`src/rtl/uart_pkg.sv`:
```
// Shared UART definitions: default constants, the baud divisor helper and
// the generator state encoding.
package uart_pkg;

  localparam int unsigned OVERSAMPLE_DEFAULT = 16;
  localparam int unsigned DIV_MIN            = 2;

  typedef enum logic {
    ST_IDLE = 1'b0,
    ST_RUN  = 1'b1
  } state_e;

  // Clocks per oversample tick as a fixed-point value with frac_w fractional
  // bits, rounded to nearest. The caller splits it into integer and fraction.
  function automatic logic [63:0] default_div(input logic [63:0] clk_freq,
                                              input logic [63:0] baud_rate,
                                              input logic [63:0] oversample,
                                              input int unsigned frac_w);
    logic [63:0] den;
    den = baud_rate * oversample;
    return ((clk_freq << frac_w) + (den >> 1)) / den;
  endfunction

endpackage

```
`src/rtl/baud_phase_counter.sv`:
```
// Cycle counter and fractional accumulator for one oversample period.
// A period lasts D cycles, or D+1 when acc + F carries out of FRAC_WIDTH bits.
module baud_phase_counter #(
  parameter int unsigned DIV_WIDTH  = 16,
  parameter int unsigned FRAC_WIDTH = 4
) (
  input  logic                  clk_i,
  input  logic                  rst_ni,
  input  logic                  clear_i,
  input  logic                  load_i,
  input  logic                  run_i,
  input  logic [DIV_WIDTH-1:0]  div_int_i,
  input  logic [FRAC_WIDTH-1:0] div_frac_i,
  output logic                  period_end_o
);

  localparam logic [DIV_WIDTH:0] CNT_ONE = (DIV_WIDTH + 1)'(1);

  logic [DIV_WIDTH:0]    cnt_q, cnt_d;
  logic [DIV_WIDTH:0]    cnt_last;
  logic [FRAC_WIDTH-1:0] acc_q, acc_d;
  logic [FRAC_WIDTH:0]   acc_sum;

  // acc_q holds the accumulator as it stood at the start of this period, so
  // the carry (and hence this period's length) is stable for the whole period.
  assign acc_sum      = {1'b0, acc_q} + {1'b0, div_frac_i};
  assign cnt_last     = {1'b0, div_int_i} + {{DIV_WIDTH{1'b0}}, acc_sum[FRAC_WIDTH]} - CNT_ONE;
  assign period_end_o = run_i && (cnt_q == cnt_last);

  // Next-state for counter and accumulator; load restarts the fraction sequence.
  always_comb begin
    cnt_d = cnt_q;
    acc_d = acc_q;
    if (clear_i) begin
      cnt_d = '0;
      acc_d = '0;
    end else if (run_i) begin
      if (cnt_q == cnt_last) begin
        cnt_d = '0;
        acc_d = acc_sum[FRAC_WIDTH-1:0];
      end else begin
        cnt_d = cnt_q + CNT_ONE;
      end
    end
    if (load_i) begin
      acc_d = '0;
    end
  end

  // Counter and accumulator registers.
  always_ff @(posedge clk_i or negedge rst_ni) begin
    if (!rst_ni) begin
      cnt_q <= '0;
      acc_q <= '0;
    end else begin
      cnt_q <= cnt_d;
      acc_q <= acc_d;
    end
  end

endmodule

```
`src/rtl/baud_tick_gen.sv`:
```
// Programmable fractional baud tick generator: IDLE/RUN control, divisor
// handshake with bit-boundary update, tick index and registered strobes.
module baud_tick_gen
  import uart_pkg::*;
#(
  parameter int unsigned CLK_FREQ   = 100000000,
  parameter int unsigned BAUD_RATE  = 115200,
  parameter int unsigned OVERSAMPLE = OVERSAMPLE_DEFAULT,
  parameter int unsigned DIV_WIDTH  = 16,
  parameter int unsigned FRAC_WIDTH = 4
) (
  input  logic                  i_clk,
  input  logic                  i_rst_n,
  input  logic                  i_enable,
  input  logic                  i_sync,
  input  logic [DIV_WIDTH-1:0]  i_div_int,
  input  logic [FRAC_WIDTH-1:0] i_div_frac,
  input  logic                  i_div_valid,
  output logic                  o_div_ready,
  output logic                  o_div_err,
  output logic                  o_os_tick,
  output logic                  o_mid_tick,
  output logic                  o_bit_tick,
  output logic                  o_baud_clk
);

  localparam int unsigned IDX_W = $clog2(OVERSAMPLE);
  localparam logic [63:0] DEF_FIX =
    default_div(64'(CLK_FREQ), 64'(BAUD_RATE), 64'(OVERSAMPLE), FRAC_WIDTH);
  localparam logic [DIV_WIDTH-1:0]  DEF_INT    = DEF_FIX[FRAC_WIDTH +: DIV_WIDTH];
  localparam logic [FRAC_WIDTH-1:0] DEF_FRAC   = DEF_FIX[FRAC_WIDTH-1:0];
  localparam logic [IDX_W-1:0]      IDX_LAST   = IDX_W'(OVERSAMPLE - 1);
  localparam logic [IDX_W-1:0]      IDX_PREMID = IDX_W'(OVERSAMPLE / 2 - 1);
  localparam logic [IDX_W-1:0]      IDX_ONE    = IDX_W'(1);

  state_e                state_q, state_d;
  logic                  run, clear, fire, mid_fire, bit_fire, apply;
  logic                  accept, bad_div;
  logic [IDX_W-1:0]      idx_q, idx_d;
  logic                  os_q, mid_q, bit_q, baud_q, err_q;
  logic                  pend_q;
  logic [DIV_WIDTH-1:0]  div_int_q, pend_int_q;
  logic [FRAC_WIDTH-1:0] div_frac_q, pend_frac_q;

  // Sync only matters in RUN; it and any state change restart the bit phase.
  assign run      = (state_q == ST_RUN) && i_enable && !i_sync;
  assign clear    = (state_q != state_d) || ((state_q == ST_RUN) && i_enable && i_sync);
  assign mid_fire = fire && (idx_q == IDX_PREMID);
  assign bit_fire = fire && (idx_q == IDX_LAST);
  assign apply    = pend_q && ((state_q == ST_IDLE) || bit_fire);
  assign accept   = i_div_valid && !pend_q;
  assign bad_div  = i_div_int < DIV_WIDTH'(DIV_MIN);

  baud_phase_counter #(
    .DIV_WIDTH (DIV_WIDTH),
    .FRAC_WIDTH(FRAC_WIDTH)
  ) u_phase (
    .clk_i       (i_clk),
    .rst_ni      (i_rst_n),
    .clear_i     (clear),
    .load_i      (apply),
    .run_i       (run),
    .div_int_i   (div_int_q),
    .div_frac_i  (div_frac_q),
    .period_end_o(fire)
  );

  // Next-state logic: IDLE while disabled, RUN while enabled.
  always_comb begin
    state_d = state_q;
    case (state_q)
      ST_IDLE: if (i_enable)  state_d = ST_RUN;
      ST_RUN:  if (!i_enable) state_d = ST_IDLE;
      default: state_d = ST_IDLE;
    endcase
  end

  // Tick index advances once per oversample tick and wraps at the bit boundary.
  always_comb begin
    idx_d = idx_q;
    if (clear) begin
      idx_d = '0;
    end else if (fire) begin
      idx_d = bit_fire ? '0 : idx_q + IDX_ONE;
    end
  end

  // State, tick index and strobe registers.
  always_ff @(posedge i_clk or negedge i_rst_n) begin
    if (!i_rst_n) begin
      state_q <= ST_IDLE;
      idx_q   <= '0;
      os_q    <= 1'b0;
      mid_q   <= 1'b0;
      bit_q   <= 1'b0;
      baud_q  <= 1'b0;
    end else begin
      state_q <= state_d;
      idx_q   <= idx_d;
      os_q    <= fire;
      mid_q   <= mid_fire;
      bit_q   <= bit_fire;
      if (clear) begin
        baud_q <= 1'b0;
      end else if (mid_fire || bit_fire) begin
        baud_q <= ~baud_q;
      end
    end
  end

  // Divisor handshake: reject D < DIV_MIN, hold one request until it can apply.
  always_ff @(posedge i_clk or negedge i_rst_n) begin
    if (!i_rst_n) begin
      err_q       <= 1'b0;
      pend_q      <= 1'b0;
      pend_int_q  <= '0;
      pend_frac_q <= '0;
      div_int_q   <= DEF_INT;
      div_frac_q  <= DEF_FRAC;
    end else begin
      err_q <= accept && bad_div;
      if (apply) begin
        div_int_q  <= pend_int_q;
        div_frac_q <= pend_frac_q;
        pend_q     <= 1'b0;
      end else if (accept && !bad_div) begin
        pend_int_q  <= i_div_int;
        pend_frac_q <= i_div_frac;
        pend_q      <= 1'b1;
      end
    end
  end

  assign o_div_ready = ~pend_q;
  assign o_div_err   = err_q;
  assign o_os_tick   = os_q;
  assign o_mid_tick  = mid_q;
  assign o_bit_tick  = bit_q;
  assign o_baud_clk  = baud_q;

endmodule

```
`config.mk`:
```
export PLATFORM = sky130hd
export DESIGN_NAME = baud_tick_gen
export DESIGN_NICKNAME = d
export VERILOG_FILES = /design/src/rtl/uart_pkg.sv /design/src/rtl/baud_phase_counter.sv /design/src/rtl/baud_tick_gen.sv
export SDC_FILE = /design/constraint.sdc
export NUM_CORES = 1
export LEC_CHECK = 0
export CORE_UTILIZATION = 60
export CTS_CLUSTER_DIAMETER = 40
export DETAILED_ROUTE_END_ITERATION = 8
export PLACE_DENSITY = 0.82
export SLEW_MARGIN = 20
export SYNTH_ARGS = -nofsm -noshare
export SYNTH_HDL_FRONTEND = slang
export SYNTH_SLANG_ARGS = --single-unit
```
`constraint.sdc`:
```
create_clock -name i_clk -period 6.75 [get_ports i_clk]
set_input_delay 0.675 -clock i_clk [delete_from_list [all_inputs] [get_ports i_clk]]
set_output_delay 0.675 -clock i_clk [all_outputs]
set_load 0.02 [all_outputs]
```
Word level (Yosys, flattened, before mapping)

Index checks and enable logic that the tools add are counted.

Register bits after elaboration: 72
Bits of input ports: 25
Output and inout bits: 6
Word-level logic and storage cells: 67

Add/subtract/negate cells: 5
Magnitude comparators: 1
Equal/unequal tests: 4
Muxes and demuxes: 15
Bitwise operators: 4
Reduce and logical (&&, ||, !) cells: 24

Operators with widths:

| cell                                                        | count |
|---|---|
| two-way mux 17 bit                                          | 3 |
| two-way mux 4 bit                                           | 7 |
| adder 16 x 1 -> 17 bit                                      | 1 |
| adder 17 x 1 -> 17 bit, second input constant               | 1 |
| equality test 17 bit                                        | 1 |
| subtractor 17 x 1 -> 17 bit, second input constant          | 1 |
| less-than comparator 16 x 2 -> 1 bit, second input constant | 1 |
| logical AND 1 bit                                           | 10 |
| nonzero test 2 bit                                          | 4 |
| nonzero test 3 bit                                          | 2 |
| adder 4 x 4 -> 5 bit                                        | 1 |
| two-way mux 1 bit                                           | 5 |
| adder 4 x 1 -> 4 bit, second input constant                 | 1 |
| equality test 4 x 3 -> 1 bit, second input constant         | 1 |
| equality test 4 bit, second input constant                  | 1 |
| NOT 1 bit                                                   | 4 |
| AND reduction 2 bit                                         | 2 |
| logical NOT 1 bit                                           | 3 |
| logical OR 1 bit                                            | 3 |
| inequality test 1 bit                                       | 1 |

Depth between registers and ports, before layout

Word-level depth: 10
Gate-level depth with buffers: 16
Depth with buffers taken out: 13

By module

Synthesis repeated with hierarchy kept, for this count alone.

Cell total of the unflattened synthesis: 348
Area total of the unflattened synthesis: 3873.7 um^2

By module, submodules not included:

| module             | instances | cells an instance | area an instance (um^2) | sequential area each (um^2) |
|---|---|---|---|---|
| baud_tick_gen      | 1         | 132               | 1999.4                  | 1282.5 |
| baud_phase_counter | 1         | 216               | 1874.3                  | 525.5 |

Least setup slack after synthesis

Ideal clock, no wire load.

Path type: reg-to-reg
Start point: register div_frac_q[0]
End point: register div_int_q[0]
Setup time: 0.125 ns
Data arrival time: 4.138 ns
Data required time: 6.625 ns
Path slack: 2.486 ns
Stages on the path, launching flop included: 17
Buffers on the path: 3
Clock period less this slack: 4.264 ns
Cell sequence: dfrtp_1 > ha_1 > fa_1 > a21o_1 > a21oi_1 > ha_1 > ha_1 > nor3b_2 > nand4_2 > or3b_1 > a211o_1 > and2_1 > buf_6 > o32a_1 > buf_6 > buf_6 > mux2_4

Word-level cells in the longest chain between the ends: 8

RTL lines:

| element                     | RTL line                 | text |
|---|---|---|
| start: declaration          | baud_tick_gen.sv:43      | `logic [FRAC_WIDTH-1:0] div_frac_q, pend_frac_q;` |
| start signal: assignment    | baud_tick_gen.sv:124     | `div_frac_q <= pend_frac_q;` |
| adder 4 x 4 -> 5 bit        | baud_phase_counter.sv:26 | `assign acc_sum = {1'b0, acc_q} + {1'b0, div_frac_i};` |
| adder 16 x 1 -> 17 bit      | baud_phase_counter.sv:27 | `assign cnt_last = {1'b0, div_int_i} + {{DIV_WIDTH{1'b0}}, acc_sum[FRAC_WIDTH]} - CNT_ONE;` |
| subtractor 17 x 1 -> 17 bit | baud_phase_counter.sv:27 |  |
| equality test 17 bit        | baud_phase_counter.sv:28 | `assign period_end_o = run_i && (cnt_q == cnt_last);` |
| logical AND 1 bit           | baud_phase_counter.sv:28 |  |
| logical AND 1 bit           | baud_tick_gen.sv:49      | `assign bit_fire = fire && (idx_q == IDX_LAST);` |
| logical OR 1 bit            | baud_tick_gen.sv:50      | `assign apply = pend_q && ((state_q == ST_IDLE) \|\| bit_fire);` |
| logical AND 1 bit           | baud_tick_gen.sv:50      |  |
| end signal: assignment      | baud_tick_gen.sv:123     | `div_int_q <= pend_int_q;` |
| end: declaration            | baud_tick_gen.sv:42      | `logic [DIV_WIDTH-1:0] div_int_q, pend_int_q;` |

No other way between the ends.
A chain may end at the register's enable or synchronous reset.

Worst setup path after layout

Start point: register u_phase.acc_q[0]
End point: register div_frac_q[0]

Word-level cells in the longest chain between the ends: 8

RTL lines:

| element                     | RTL line                 | text |
|---|---|---|
| start: declaration          | baud_phase_counter.sv:21 | `logic [FRAC_WIDTH-1:0] acc_q, acc_d;` |
| start signal: assignment    | baud_phase_counter.sv:54 | `acc_q <= '0;` |
| start signal: assignment    | baud_phase_counter.sv:57 | `acc_q <= acc_d;` |
| adder 4 x 4 -> 5 bit        | baud_phase_counter.sv:26 |  |
| adder 16 x 1 -> 17 bit      | baud_phase_counter.sv:27 |  |
| subtractor 17 x 1 -> 17 bit | baud_phase_counter.sv:27 |  |
| equality test 17 bit        | baud_phase_counter.sv:28 |  |
| logical AND 1 bit           | baud_phase_counter.sv:28 |  |
| logical AND 1 bit           | baud_tick_gen.sv:49      |  |
| logical OR 1 bit            | baud_tick_gen.sv:50      |  |
| logical AND 1 bit           | baud_tick_gen.sv:50      |  |

No other way between the ends.

==> out/qor.txt <==
Setup Total Neg Slack: 0 ns
Via Count: 2955
Syn_nets: 414
Ys async rst share: 100%
FF-to-FF setup slack: 1.90 ns
Most frequent cell after synthesis: dfrtp_1
DRC viols: 2
Mapped cell area: 4090 µm²
Die Y: 84.6 µm
Top post-synthesis cells by area: dfrtp_1, mux2_2, mux2_4
1st-iter DRT viols: 199
Final period demand of the worst path: 4.85 ns
Post-synth EDFFs: 0
Critical path capture point type: flip-flop
Reg2reg path depth: 14
Die width: 84.6 µm
Largest net degree at the start of global routing: 73
Initial antenna violation count: 0
Max_cap viols: 0
Routability cong.: 0.877
CTS resizes: 0
IO Port Bufs: 30
Warnings from Yosys: 0
Die area: 7150 µm²
Final WL: 7940 µm
Wire length per cell: 16.4 µm
Worst-path cell chain: ha_1 > fa_1 > a21o_1 > a21oi_1 > ha_1 > ha_1 > nor3b_2 > nor4b_1 > a32oi_1 > a211oi_1 > nand4_1 > o32a_1 > buf_4 > mux2_1
Top-area cell type share of the netlist area: 41.0%
Gr usage total: 25.0%
Detailed placement HPWL: 5580 µm
Post-route ant nets: 0
Worst r2r dst: div_frac_q[0]
Nets: 437
Antenna diodes: 0
Clk_skew: 0.0122 ns
Commonest cells in the netlist: dfrtp_1, nand2_1, mux2_2
Outcome: finished with violations
RSZ-0062 raised after global routing: false
CP top delay family: simple AND/OR/NAND/NOR gates
CP Capture Point: div_frac_q[0]
Final Util: 71.4%
Clk buf depth: 2
Pleak: 2.00 nW
Worst Setup Start Kind: flip-flop
Drt via density: 6.12
Core footprint: 6460 µm²
Peak VDD IR: 221 µV
Prevailing post-synth register cell: dfrtp_1
Critical path class: flip-flop to flip-flop
Worst Setup SP: u_phase.acc_q[0]
First-pass GRT wire length: 13700 µm
Clk_lat worst skew: 0.36 ns
Final std cells w/o fill: 483
Hold WC Path Type: flip-flop to flip-flop
Post-synthesis cell count: 378
Most frequent CP cell: ha_1
Placed instance count: 467
Initial Util: 63.3%
Final max-slew violation count: 0
Number of fill cells in the layout: 479
Worst Path Required: 6.99 ns
Congestion Overflow GR: 0
CTS tree: yes
Yosys top cell by area: dfrtp_1
CTS root buffer: clkbuf_8
CTS sink count: 72
P&R area growth vs syn: 12.7%
Seq/Total Area, Yosys: 44.2%
DRT Pass-1 Iters: 6
Count of cell types in the netlist: 63
Critical path buffer and inverter count: 1
WP data arrival: 5.08 ns
H-tree Lvls: 3
Layout cells sized above 1: 17.0%
Failing checks: DRC
Fmax: 0.206 GHz
Post-CTS setup buffer count: 0
Mapped Avg Cell Area: 10.8 µm²
Crit path max fanout: 25
Tightest Pin Transition: 0.922 ns
PwrDens: 349 nW/µm²
Stages on worst setup path: 14
Hold Vio Cnt, Final: 0
Vias in the first global route: 2820
CTS Buf Count: 9
Clock transition at the registers of the reported paths: 0.07 ns
Fin crit share: 71.8%
Max stage delay cell, worst path: nand4_1
I/O pins: 31
Max-slew headroom: 38.6%
Largest incremental delay on the critical path: 0.59 ns
#FFs+latches synth: 72
# hold bufs at CTS: 0
Beginning of the worst register-to-register path: u_phase.acc_q[0]
Final setup vio count: 0
Rows: 29
==> area by class of cell <==
class | count | area [µm²] | area share (%)
multi-input cells | 277 | 2150 | 46.6
flip-flops and latches | 72 | 1810 | 39.2
repair buffers | 32 | 310 | 6.73
clock buffers | 10 | 128 | 2.77
well taps | 77 | 96.3 | 2.09
clock inverters | 6 | 83.8 | 1.82
inverters | 9 | 33.8 | 0.733
==> layer usage <==
layer  vias to the layer above  share of wire, %  global-route usage, %
met3                         4               5.5                   7.96
li1                       1417                 -                      -
met2                        80                47                   37.5
met1                      1454                47                   35.5
met5                         -                 0                      0
met4                         0              0.59                   6.63
==> worst register-to-register path, cell delays in order (launching register included) <==
cell,delay (ns)
dfrtp_1,0.40
ha_1,0.21
fa_1,0.40
a21o_1,0.19
a21oi_1,0.15
ha_1,0.22
ha_1,0.21
nor3b_2,0.53
nor4b_1,0.31
a32oi_1,0.12
a211oi_1,0.24
nand4_1,0.59
o32a_1,0.56
buf_4,0.25
mux2_1,0.35
==> where the power goes <==
part / total [mW] / leakage [nW] / switching, mW / internal (mW)
registers: 0.716 / 0.903 / 0.141 / 0.574
logic: 0.531 / 0.989 / 0.232 / 0.299
clock network: 0.364 / 0.110 / 0.158 / 0.207
==> per-stage QoR <==
stage               setup slack, ns  area, µm²  hold WS [ns]  total power, mW
CTS                            1.81       4600         0.506             1.62
floorplan                      2.49       4090         0.379             1.13
global placement               2.03       4390         0.467             1.22
detailed placement             1.81       4390         0.489             1.25
finish                         1.90       4610         0.501             1.61
global route                   1.61       4610         0.512             1.71
==> sequential cells by signal (all words and copies together) (netlist names), 4 cells and up <==
name,cells
div_frac_q,4
u_phase.acc_q,4
u_phase.cnt_q,17
idx_q,4
pend_frac_q,4
pend_int_q,16
div_int_q,16
==> cells in the final DEF (no fill, tap or decap), drive strengths merged, types with 11 or more instances in the layout <==
cell type       n
clkdlybuf4s50  29
xor2           22
dfrtp          67
nand2          24
xnor2          11
a21oi          21
mux2           40
o21ai          11
nand3          16
==> cells by family (layout without fill, tap and decap cells) <==
family / after synthesis / after routing / share of synthesized area [%]
AO/OA/AOI/OAI: 68 / 68 / 10.9
XOR/XNOR: 33 / 33 / 7.07
adder cells (fa/ha/maj): 11 / 11 / 3.55
buffers and inverters: 29 / 57 / 3.43
flip-flops: 72 / 72 / 44.2
multiplexers: 47 / 47 / 14.1
AND/OR/NAND/NOR: 118 / 118 / 16.7
==> worst min path at each step <==
stage                   start             to  depth (start not counted)
6_report        pend_int_q[5]   div_int_q[5]                          1
5_1_grt        pend_int_q[13]  div_int_q[13]                          1
4_1_cts         pend_int_q[5]   div_int_q[5]                          1
3_5_place_dp    pend_int_q[2]   div_int_q[2]                          1
3_3_place_gp   pend_frac_q[1]  div_frac_q[1]                          1
2_1_floorplan         i_rst_n  div_frac_q[0]                          0
(Power assumes the default switching activity.)
